`config.mk`:
```
export PLATFORM = sky130hd
export DESIGN_NAME = alu_issue_stage
export DESIGN_NICKNAME = d
export VERILOG_FILES = /design/src/rtl/rv32_pkg.sv /design/src/rtl/rv32_fwd_select.sv /design/src/rtl/alu_issue_stage.sv
export SDC_FILE = /design/constraint.sdc
export NUM_CORES = 1
export LEC_CHECK = 0
export BUFFER_PORTS_ARGS = -buffer_cell sky130_fd_sc_hd__buf_2
export CAP_MARGIN = 20
export CORE_MARGIN = 2
export CORE_UTILIZATION = 43
export CTS_CLUSTER_SIZE = 24
export DETAILED_ROUTE_END_ITERATION = 10
export PLACE_DENSITY = 0.77
export SYNTH_ARGS = -nofsm -noshare
export SYNTH_HDL_FRONTEND = slang
export SYNTH_HIERARCHICAL = 1
export SYNTH_SLANG_ARGS = --single-unit
```
`constraint.sdc`:
```
create_clock -name clk -period 2.05 [get_ports clk]
set_clock_uncertainty 0.1 [all_clocks]
set_input_delay 0.3075 -clock clk [delete_from_list [all_inputs] [get_ports clk]]
set_output_delay 0.3075 -clock clk [all_outputs]
set_load 0.05 [all_outputs]
```
`src/rtl/rv32_pkg.sv`:
```
// rtl/rv32_pkg.sv - shared RV32 opcode, ALU control and immediate helpers
package rv32_pkg;

  localparam logic [6:0] OPC_OP    = 7'b0110011;
  localparam logic [6:0] OPC_OPIMM = 7'b0010011;
  localparam logic [6:0] OPC_LUI   = 7'b0110111;
  localparam logic [6:0] OPC_AUIPC = 7'b0010111;

  // ALU control is {bit3, funct3}
  localparam logic [3:0] ALU_ADD  = 4'b0000;
  localparam logic [3:0] ALU_SLL  = 4'b0001;
  localparam logic [3:0] ALU_SLT  = 4'b0010;
  localparam logic [3:0] ALU_SLTU = 4'b0011;
  localparam logic [3:0] ALU_XOR  = 4'b0100;
  localparam logic [3:0] ALU_SRL  = 4'b0101;
  localparam logic [3:0] ALU_OR   = 4'b0110;
  localparam logic [3:0] ALU_AND  = 4'b0111;
  localparam logic [3:0] ALU_SUB  = 4'b1000;
  localparam logic [3:0] ALU_SRA  = 4'b1101;

  localparam logic [2:0] F3_SLL = 3'b001;
  localparam logic [2:0] F3_SR  = 3'b101;

  typedef struct packed {
    logic [31:0] a;
    logic [31:0] b;
    logic [3:0]  ctrl;
    logic        reg_we;
    logic        illegal;
  } issue_t;

  function automatic logic [31:0] imm_i(input logic [31:0] instr);
    return {{20{instr[31]}}, instr[31:20]};
  endfunction

  function automatic logic [31:0] imm_u(input logic [31:0] instr);
    return {instr[31:12], 12'b0};
  endfunction

endpackage

```
`src/rtl/rv32_fwd_select.sv`:
```
// rtl/rv32_fwd_select.sv - operand forwarding mux, EX/MEM over MEM/WB over regfile
module rv32_fwd_select #(
  parameter int XLEN       = 32,
  parameter bit ENABLE_FWD = 1'b1
) (
  input  logic [4:0]      idx,
  input  logic [XLEN-1:0] rf_data,
  input  logic            exmem_we,
  input  logic [4:0]      exmem_rd,
  input  logic [XLEN-1:0] exmem_value,
  input  logic            memwb_we,
  input  logic [4:0]      memwb_rd,
  input  logic [XLEN-1:0] memwb_value,
  output logic [XLEN-1:0] value
);

  always_comb begin
    value = rf_data;
    if (ENABLE_FWD) begin
      if (idx == 5'd0)
        value = '0;
      else if (exmem_we && (exmem_rd == idx))
        value = exmem_value;
      else if (memwb_we && (memwb_rd == idx))
        value = memwb_value;
    end
  end

endmodule

```
`src/rtl/alu_issue_stage.sv`:
```
// rtl/alu_issue_stage.sv - decode/operand-resolve stage feeding the RV32 ALU
module alu_issue_stage
  import rv32_pkg::*;
#(
  parameter int XLEN       = 32,
  parameter bit ENABLE_FWD = 1'b1
) (
  input  logic            clk,
  input  logic            rst,
  input  logic            in_valid,
  output logic            in_ready,
  input  logic [31:0]     instr,
  input  logic [XLEN-1:0] pc,
  input  logic [XLEN-1:0] rs1_data,
  input  logic [XLEN-1:0] rs2_data,
  input  logic            exmem_we,
  input  logic [4:0]      exmem_rd,
  input  logic [XLEN-1:0] exmem_value,
  input  logic            memwb_we,
  input  logic [4:0]      memwb_rd,
  input  logic [XLEN-1:0] memwb_value,
  input  logic            flush,
  output logic            out_valid,
  input  logic            out_ready,
  output logic [XLEN-1:0] alu_a,
  output logic [XLEN-1:0] alu_b,
  output logic [3:0]      alu_ctrl,
  output logic [4:0]      rd,
  output logic            reg_we,
  output logic [XLEN-1:0] pc_out,
  output logic            illegal
);

  logic [XLEN-1:0] rs1_val, rs2_val;
  logic [2:0]      funct3;
  logic            accept;
  issue_t          dec;

  assign funct3   = instr[14:12];
  assign in_ready = !out_valid || out_ready;
  assign accept   = in_valid && in_ready;

  rv32_fwd_select #(.XLEN(XLEN), .ENABLE_FWD(ENABLE_FWD)) u_fwd_rs1 (
    .idx(instr[19:15]), .rf_data(rs1_data),
    .exmem_we(exmem_we), .exmem_rd(exmem_rd), .exmem_value(exmem_value),
    .memwb_we(memwb_we), .memwb_rd(memwb_rd), .memwb_value(memwb_value),
    .value(rs1_val)
  );

  rv32_fwd_select #(.XLEN(XLEN), .ENABLE_FWD(ENABLE_FWD)) u_fwd_rs2 (
    .idx(instr[24:20]), .rf_data(rs2_data),
    .exmem_we(exmem_we), .exmem_rd(exmem_rd), .exmem_value(exmem_value),
    .memwb_we(memwb_we), .memwb_rd(memwb_rd), .memwb_value(memwb_value),
    .value(rs2_val)
  );

  always_comb begin
    dec = '0;
    unique case (instr[6:0])
      OPC_OP: begin
        dec.a      = rs1_val;
        dec.b      = rs2_val;
        dec.ctrl   = {instr[30], funct3};
        dec.reg_we = 1'b1;
      end
      OPC_OPIMM: begin
        dec.a      = rs1_val;
        // shifts take the 5-bit shamt; only SRLI/SRAI carry bit 30 into ctrl
        dec.b      = (funct3 == F3_SLL || funct3 == F3_SR) ? {27'b0, instr[24:20]} : imm_i(instr);
        dec.ctrl   = {(funct3 == F3_SR) && instr[30], funct3};
        dec.reg_we = 1'b1;
      end
      OPC_LUI: begin
        dec.b      = imm_u(instr);
        dec.ctrl   = ALU_ADD;
        dec.reg_we = 1'b1;
      end
      OPC_AUIPC: begin
        dec.a      = pc;
        dec.b      = imm_u(instr);
        dec.ctrl   = ALU_ADD;
        dec.reg_we = 1'b1;
      end
      default: dec.illegal = 1'b1;
    endcase
    if (instr[11:7] == 5'd0)
      dec.reg_we = 1'b0;
  end

  always_ff @(posedge clk) begin
    if (rst) begin
      out_valid <= 1'b0;
      alu_a     <= '0;
      alu_b     <= '0;
      alu_ctrl  <= '0;
      rd        <= '0;
      reg_we    <= 1'b0;
      pc_out    <= '0;
      illegal   <= 1'b0;
    end else if (flush) begin
      out_valid <= 1'b0;
    end else if (accept) begin
      out_valid <= 1'b1;
      alu_a     <= dec.a;
      alu_b     <= dec.b;
      alu_ctrl  <= dec.ctrl;
      rd        <= instr[11:7];
      reg_we    <= dec.reg_we;
      pc_out    <= pc;
      illegal   <= dec.illegal;
    end else if (out_ready) begin
      out_valid <= 1'b0;
    end
  end

endmodule

```
==> qor.yml, run 1 <==
run_status:
  outcome: "completed"
sta:
  tightest_slew_ns: 0.4321
  slew_violations: 0
  holdWs_ns: 0.02657
  post-route-period-util_pct: 95.10
  final-hold-violation-count: 0
  setup-violations-final: 0
  setup-tns-final_ns: 0
  min_period_ns: 1.949
  fmax_mhz: 513.0
  relSlewSlack_pct: 71.02
  setup_ws_ns: 0.1005
flow_run:
  drv_cap: 0
critical_path:
  cpPeakStageDelay_ns: 0.26
  start_kind: "input pin"
  worstPathCellList: "buf_2 -> xnor2_1 -> nand4_1 -> buf_6 -> buf_12 -> o22a_1 -> a211oi_1 -> nand2_1 -> o22ai_2 -> a21oi_1 -> o21ai_0"
  worst-endpoint-required_ns: 2.23
  arrival_ns: 2.13
  end_kind: "flop"
  critPathMaxFanout: 25
  path_class: "in2reg"
  r2r_setup_slack_ns: 0.30
  slowest_stage: "a211oi_1"
clock_tree:
  hold_buffers: 0
  numCtsBuffers: 9
  cts_tree: "done"
  htreeDepth: 3
  cts_sinks: 108
  clk_latency_ns: 0.36
  clk_pin_slew_ns: 0.08
  cts_buffer_depth: 2
  cts_root_buffer: "clkbuf_16"
yosys:
  ys_warn_count: 6
  synth_cells: 953
  syn_area_um2: 6965
  ys.flop_type: "dfxtp_1"
  ys_seq_area_share_pct: 31.04
  synth_edf_count: 0
  synth.distinct_cells: 38
  ys_ff_latch: 108
  avgSynthCellArea_um2: 7.309
  async_reset_ff_share_pct: 0
  synth_nets: 1162
die:
  die_h_um: 131.3
  core_um2: 15890
  io_pins: 318
  die-width_um: 131.3
  dieArea_um2: 17230
  rows: 46
  initial_core_util_pct: 43.85
placement:
  dp.cells: 1448
  dp_slack_ns: -0.2277
  place_area_um2: 9077
  dp_hpwl_mm: 22.63
  portBuffers: 317
  place.gp.congestion: 0.9567
cells_and_area:
  final-seq-area_um2: 2163
  syn_to_final_growth_pct: 35.62
  final_area_um2: 9447
  final_nets: 1452
  drive_gt1_share_pct: 35.90
  finish.utilization_pct: 59.47
  fill_cells: 1596
  multi_input_area_um2: 4229
  fin_cells: 1478
drt:
  dr.first_iter.drc_count: 860
  drc: 0
  via_count: 8677
  post_drt_wl_per_cell_um: 19.61
  dr.pass1.iters: 5
  drt-vias-per-instance: 5.871
  routed_wl_mm: 28.98
  antenna_left: 0
power_and_ir_drop:
  powerDensity_nw_per_um2: 569.2
  seq_power_share_pct: 40.0
  p_leak_nw: 3.867
  switching_power_mw: 1.743
  p_sw_share_pct: 32.42
  p_int_mw: 3.634
  vdd_drop_max_mv: 0.4823
  pwr-share-clk_pct: 35.1
  p_total_mw: 5.377
  power_frac_comb_pct: 24.9
grt:
  grt_pass1_vias: 7944
  grt_pass1_wl_mm: 44.83
  gr-total-overflow: 0
  antenna_found_initial: 17
  track_usage_pct: 32.40
  grt_max_degree: 56
worst_hold_path:
  hp-class: "in2reg"
[cells in the mapped netlist, types with 2 or more instances]
cell type	number	area share, %
a311oi_1	8	1.0
nand2_1	147	7.9
nand2b_1	7	0.63
a22oi_1	19	2.0
nand4_1	32	2.9
and4_1	2	0.25
or4_1	3	0.32
inv_1	34	1.8
a211oi_1	37	4.0
clkbuf_1	70	3.8
nor2_1	6	0.32
a32oi_1	32	4.0
o21ai_1	39	2.8
buf_2	27	1.9
nor3_4	2	0.47
xnor2_1	18	2.3
mux2_2	5	0.81
dfxtp_1	108	31
a311oi_2	20	4.3
nor3_1	65	4.7
xnor2_2	2	0.47
a21oi_1	53	3.8
or2_1	2	0.18
buf_1	6	0.32
nand4b_1	2	0.25
buf_6	4	0.65
o21ai_0	105	7.5
and2b_1	2	0.22
clkbuf_2	3	0.22
o22a_1	36	4.5
nand3_1	50	3.6
[cell usage in the layout, fill, tap and decap left out, types with 2 or more instances in the layout]
cell | netlist | routed
a211oi_1 | 37 | 35
a211oi_2 | 0 | 2
a21oi_1 | 53 | 53
a22oi_1 | 19 | 19
a311oi_1 | 8 | 7
a311oi_2 | 20 | 21
a32oi_1 | 32 | 32
and2b_1 | 2 | 2
and4_1 | 2 | 2
buf_12 | 0 | 14
buf_2 | 27 | 317
buf_4 | 1 | 58
clkbuf_16 | 0 | 9
dfxtp_1 | 108 | 107
diode_2 | 0 | 14
inv_1 | 34 | 34
inv_6 | 0 | 2
mux2_2 | 5 | 5
nand2_1 | 147 | 145
nand2_2 | 0 | 2
nand2b_1 | 7 | 7
nand3_1 | 50 | 50
nand4_1 | 32 | 32
nand4b_1 | 2 | 2
nor2_1 | 6 | 4
nor2_2 | 0 | 2
nor3_1 | 65 | 65
nor3_4 | 2 | 2
o21ai_0 | 105 | 105
o21ai_1 | 39 | 39
o22a_1 | 36 | 36
or2_1 | 2 | 2
or4_1 | 3 | 3
xnor2_1 | 18 | 18
xnor2_2 | 2 | 2
[what timing repair did]
action                     CTS  global route
setup endpoints to repair    0             4
resized for setup            0             5
setup buffers                0             0
[per-layer routing]
| layer | GRT usage [%] | vias to the layer above | routed length [um] |
|---|---|---|---|
| li1 | - | 4107 | - |
| met1 | 42.89 | 4014 | 12050 |
| met2 | 50.06 | 463 | 13030 |
| met3 | 7.755 | 85 | 2673 |
| met4 | 14.67 | 8 | 1179 |
| met5 | 0 | - | 51 |
[sequential cells by signal, summed over array words and instances (netlist names)]
name and flops:
alu_a 32, out_valid 1, illegal 1, pc_out 32, alu_ctrl 4, alu_b 32
rd 5, reg_we 1
[final timing paths]
| check | from | to | cells after the start |
|---|---|---|---|
| max | instr[21] | alu_b[31] | 11 |
| min | flush | out_valid | 2 |
| max reg2reg | out_valid | alu_b[22] | 6 |
| min reg2reg | alu_b[27] | alu_b[27] | 2 |
[worst max-delay path, delay by kind of cell]
family | cells | cell delay, ns
AOI/OAI and AO/OA | 5 | 0.82
buffers and inverters | 3 | 0.55
and+or+nand+nor | 2 | 0.29
xor gates and xnor gates | 1 | 0.14
[power by group through the flow]
stage | Sequential (mW) | Clock, mW | Combinational [mW]
after floorplan | 2.33 | 0 | 0.603
after global placement | 2.20 | 0 | 1.30
after detailed placement | 2.20 | 0 | 1.31
after CTS | 2.15 | 1.89 | 1.31
after global routing | 2.16 | 1.99 | 1.44
final | 2.15 | 1.88 | 1.34
[kinds of logic after synthesis]
group,share of synthesized area (%)
AND/OR/NAND/NOR,22.31
flip-flops,31.04
AO/OA/AOI/OAI,34.27
XOR/XNOR,2.730
buffers and inverters,8.838
multiplexers,0.8083
[cell type report]
cell class                 instances  area share (%)
multi-input combinational        700           44.77
timing repair buffer             390           24.49
sequential                       108           22.90
tap                              216           2.861
clock buffer                      10           2.530
inverter                          34           1.351
clock inverter                     6          0.7285
antenna                           14          0.3709
(Power assumes the default switching activity.)
==> run 2: changes to the inputs <==
Settings changed: PLACE_DENSITY 0.77 to 0.79.
==> qor.yml, run 2 (same netlist as run 1, synthesis figures left out) <==
sta:
  final-hold-violation-count: 0  # unchanged
  relSlewSlack_pct: 53.05  # was 71.02%
  tightest_slew_ns: 0.7042  # was 0.4321 ns
  setup_ws_ns: -0.02172  # was 0.1005 ns
  min_period_ns: 2.072  # was 1.949 ns
  post-route-period-util_pct: 101.1  # was 95.10%
  slew_violations: 0  # unchanged
  holdWs_ns: 0.01261  # was 0.02657 ns
  fmax_mhz: 482.7  # was 513.0 MHz
  grt_setup_unrepaired: "true"
  setup-violations-final: 1  # was 0
  setup-tns-final_ns: -0.02172  # was 0 ns
drt:
  via_count: 8627  # was 8677
  drc: 0  # unchanged
  drt-vias-per-instance: 5.833  # was 5.871
  post_drt_wl_per_cell_um: 19.53  # was 19.61 um
  dr.pass1.iters: 6  # was 5
  routed_wl_mm: 28.89  # was 28.98 mm
  dr.first_iter.drc_count: 1052  # was 860
  antenna_left: 0  # unchanged
die:
  die-width_um: 131.3  # unchanged
  die_h_um: 131.3  # unchanged
  core_um2: 15890  # unchanged
  io_pins: 318  # unchanged
  dieArea_um2: 17230  # unchanged
  rows: 46  # unchanged
  initial_core_util_pct: 43.85  # unchanged
grt:
  grt_max_degree: 68  # was 56
  grt_pass1_wl_mm: 43.49  # was 44.83 mm
  gr-total-overflow: 0  # unchanged
  antenna_found_initial: 11  # was 17
  grt_pass1_vias: 7813  # was 7944
  track_usage_pct: 31.62  # was 32.40%
cells_and_area:
  final_nets: 1459  # was 1452
  reg_top3: "alu_a: 32 flops, alu_b: 32 flops, pc_out: 32 flops"  # unchanged
  fin_cells: 1479  # was 1478
  finish.utilization_pct: 59.77  # was 59.47%
  layout_commonest_cell: "buf_2"  # unchanged
  syn_to_final_growth_pct: 36.30  # was 35.62%
  layout_common_cells: "buf_2, nand2_1, dfxtp_1, o21ai_0, buf_4"  # was buf_2, nand2_1, dfxtp_1, o21ai_0, nor3_1
  drive_gt1_share_pct: 36.49  # was 35.90%
run_status:
  violations: "setup timing"
  outcome: "finished with violations"  # was completed
critical_path:
  start_kind: "input pin"  # unchanged
  critical_path.startpoint: "instr[22]"  # was instr[21]
  arrival_ns: 2.26  # was 2.13 ns
  path_class: "in2reg"  # unchanged
  path_buf_inv: 4  # was 3
  r2r-start: "out_valid"  # unchanged
  cpPeakStageDelay_ns: 0.43  # was 0.26 ns
  slowest_stage: "a311oi_1"  # was a211oi_1
  path_common_cell: "buf_4"
  end_kind: "flop"  # unchanged
  path_delay_family: "compound AO/OA/AOI/OAI gates"  # unchanged
  worstPathCellList: "buf_2 -> xnor2_2 -> buf_4 -> nand4_1 -> buf_4 -> buf_4 -> o21ai_0 -> a311oi_1 -> mux2_2 -> nand3_1 -> a21oi_1"  # was buf_2 -> xnor2_1 -> nand4_1 -> buf_6 -> buf_12 -> o22a_1 -> a211oi_1 -> nand2_1 -> o22ai_2 -> a21oi_1 -> o21ai_0
  worst-endpoint-required_ns: 2.23  # about the same
  critPathMaxFanout: 12  # was 25
power_and_ir_drop:
  powerDensity_nw_per_um2: 556.3  # was 569.2 nW/um2
  vdd_drop_max_mv: 0.3900  # was 0.4823 mV
  p_leak_nw: 3.910  # was 3.867 nW
  p_total_mw: 5.281  # was 5.377 mW
placement:
  dp_hpwl_mm: 22.32  # was 22.63 mm
  dp.cells: 1453  # was 1448
  place.gp.congestion: 0.9815  # was 0.9567
  portBuffers: 317  # unchanged
clock_tree:
  cts_sinks: 108  # unchanged
  numCtsBuffers: 9  # unchanged
  htreeDepth: 3  # unchanged
  clk_latency_ns: 0.36  # about the same
  clk_pin_slew_ns: 0.08  # about the same
  cts_buffer_depth: 2  # unchanged
  cts_tree: "done"  # unchanged
  cts_root_buffer: "clkbuf_16"  # unchanged
  hold_buffers: 0  # unchanged
worst_hold_path:
  min-delay-start: "flush"  # unchanged
  hp-class: "in2reg"  # unchanged
flow_run:
  drv_cap: 0  # unchanged
-- run 2: cell count changes in the layout (fill, tap and decap cells not counted), moves of 2 or more --
cell      previous run  this run
a211oi_2             2         5
diode_2             14         8
o21ai_0            105       103
buf_4               58        65
a211oi_1            35        32
o21ai_1             39        41
-- run 2: where the power goes --
group / total, mW / switching [mW] / leakage [nW] / internal, mW
registers: 2.15 / 0.0176 / 0.875 / 2.13
clock network: 1.75 / 0.876 / 0.138 / 0.878
logic: 1.37 / 0.840 / 2.90 / 0.535
total: 5.28 / 1.73 / 3.91 / 3.55
-- run 2: layout make-up --
| type | instances | area [um2] |
|---|---|---|
| fillers | 1511 | 6391 |
| multi-input cells | 700 | 4245 |
| repair buffers | 397 | 2380 |
| flip-flops and latches | 108 | 2163 |
| well taps | 216 | 270.3 |
| clock buffers | 11 | 242.7 |
| inverters | 34 | 127.6 |
| clock inverters | 5 | 45.04 |
| diodes | 8 | 20.02 |
-- run 2: layer usage --
metal	vias to the layer above	share of wire, %	GRT usage (%)
li1	4115	-	-
met1	3898	41	40.88
met2	524	45	50.00
met3	80	10	9.028
met4	10	3.5	12.20
met5	-	0.20	0
-- run 2: timing repair --
item,in CTS,in global routing
setup buffers,0,1
endpoints found under the setup margin,0,21
resized for setup,0,13
-- run 2: path summary, 6_finish.rpt --
| path | to | slack [ns] | cells after the start |
|---|---|---|---|
| min reg2reg | alu_ctrl[3] | 0.35 | 2 |
| min | out_valid | 0.01 | 2 |
| max reg2reg | alu_a[15] | 0.21 | 5 |
| max | alu_b[2] | -0.02 | 11 |
-- run 2: metrics by stage --
step	setup slack, ns	instance area [um2]
after floorplan	0.09759	6967
after detailed placement	-0.2681	9102
after global placement	-0.2288	9102
after global routing	-0.03935	9487
after CTS	0.06837	9390
final	-0.02172	9494
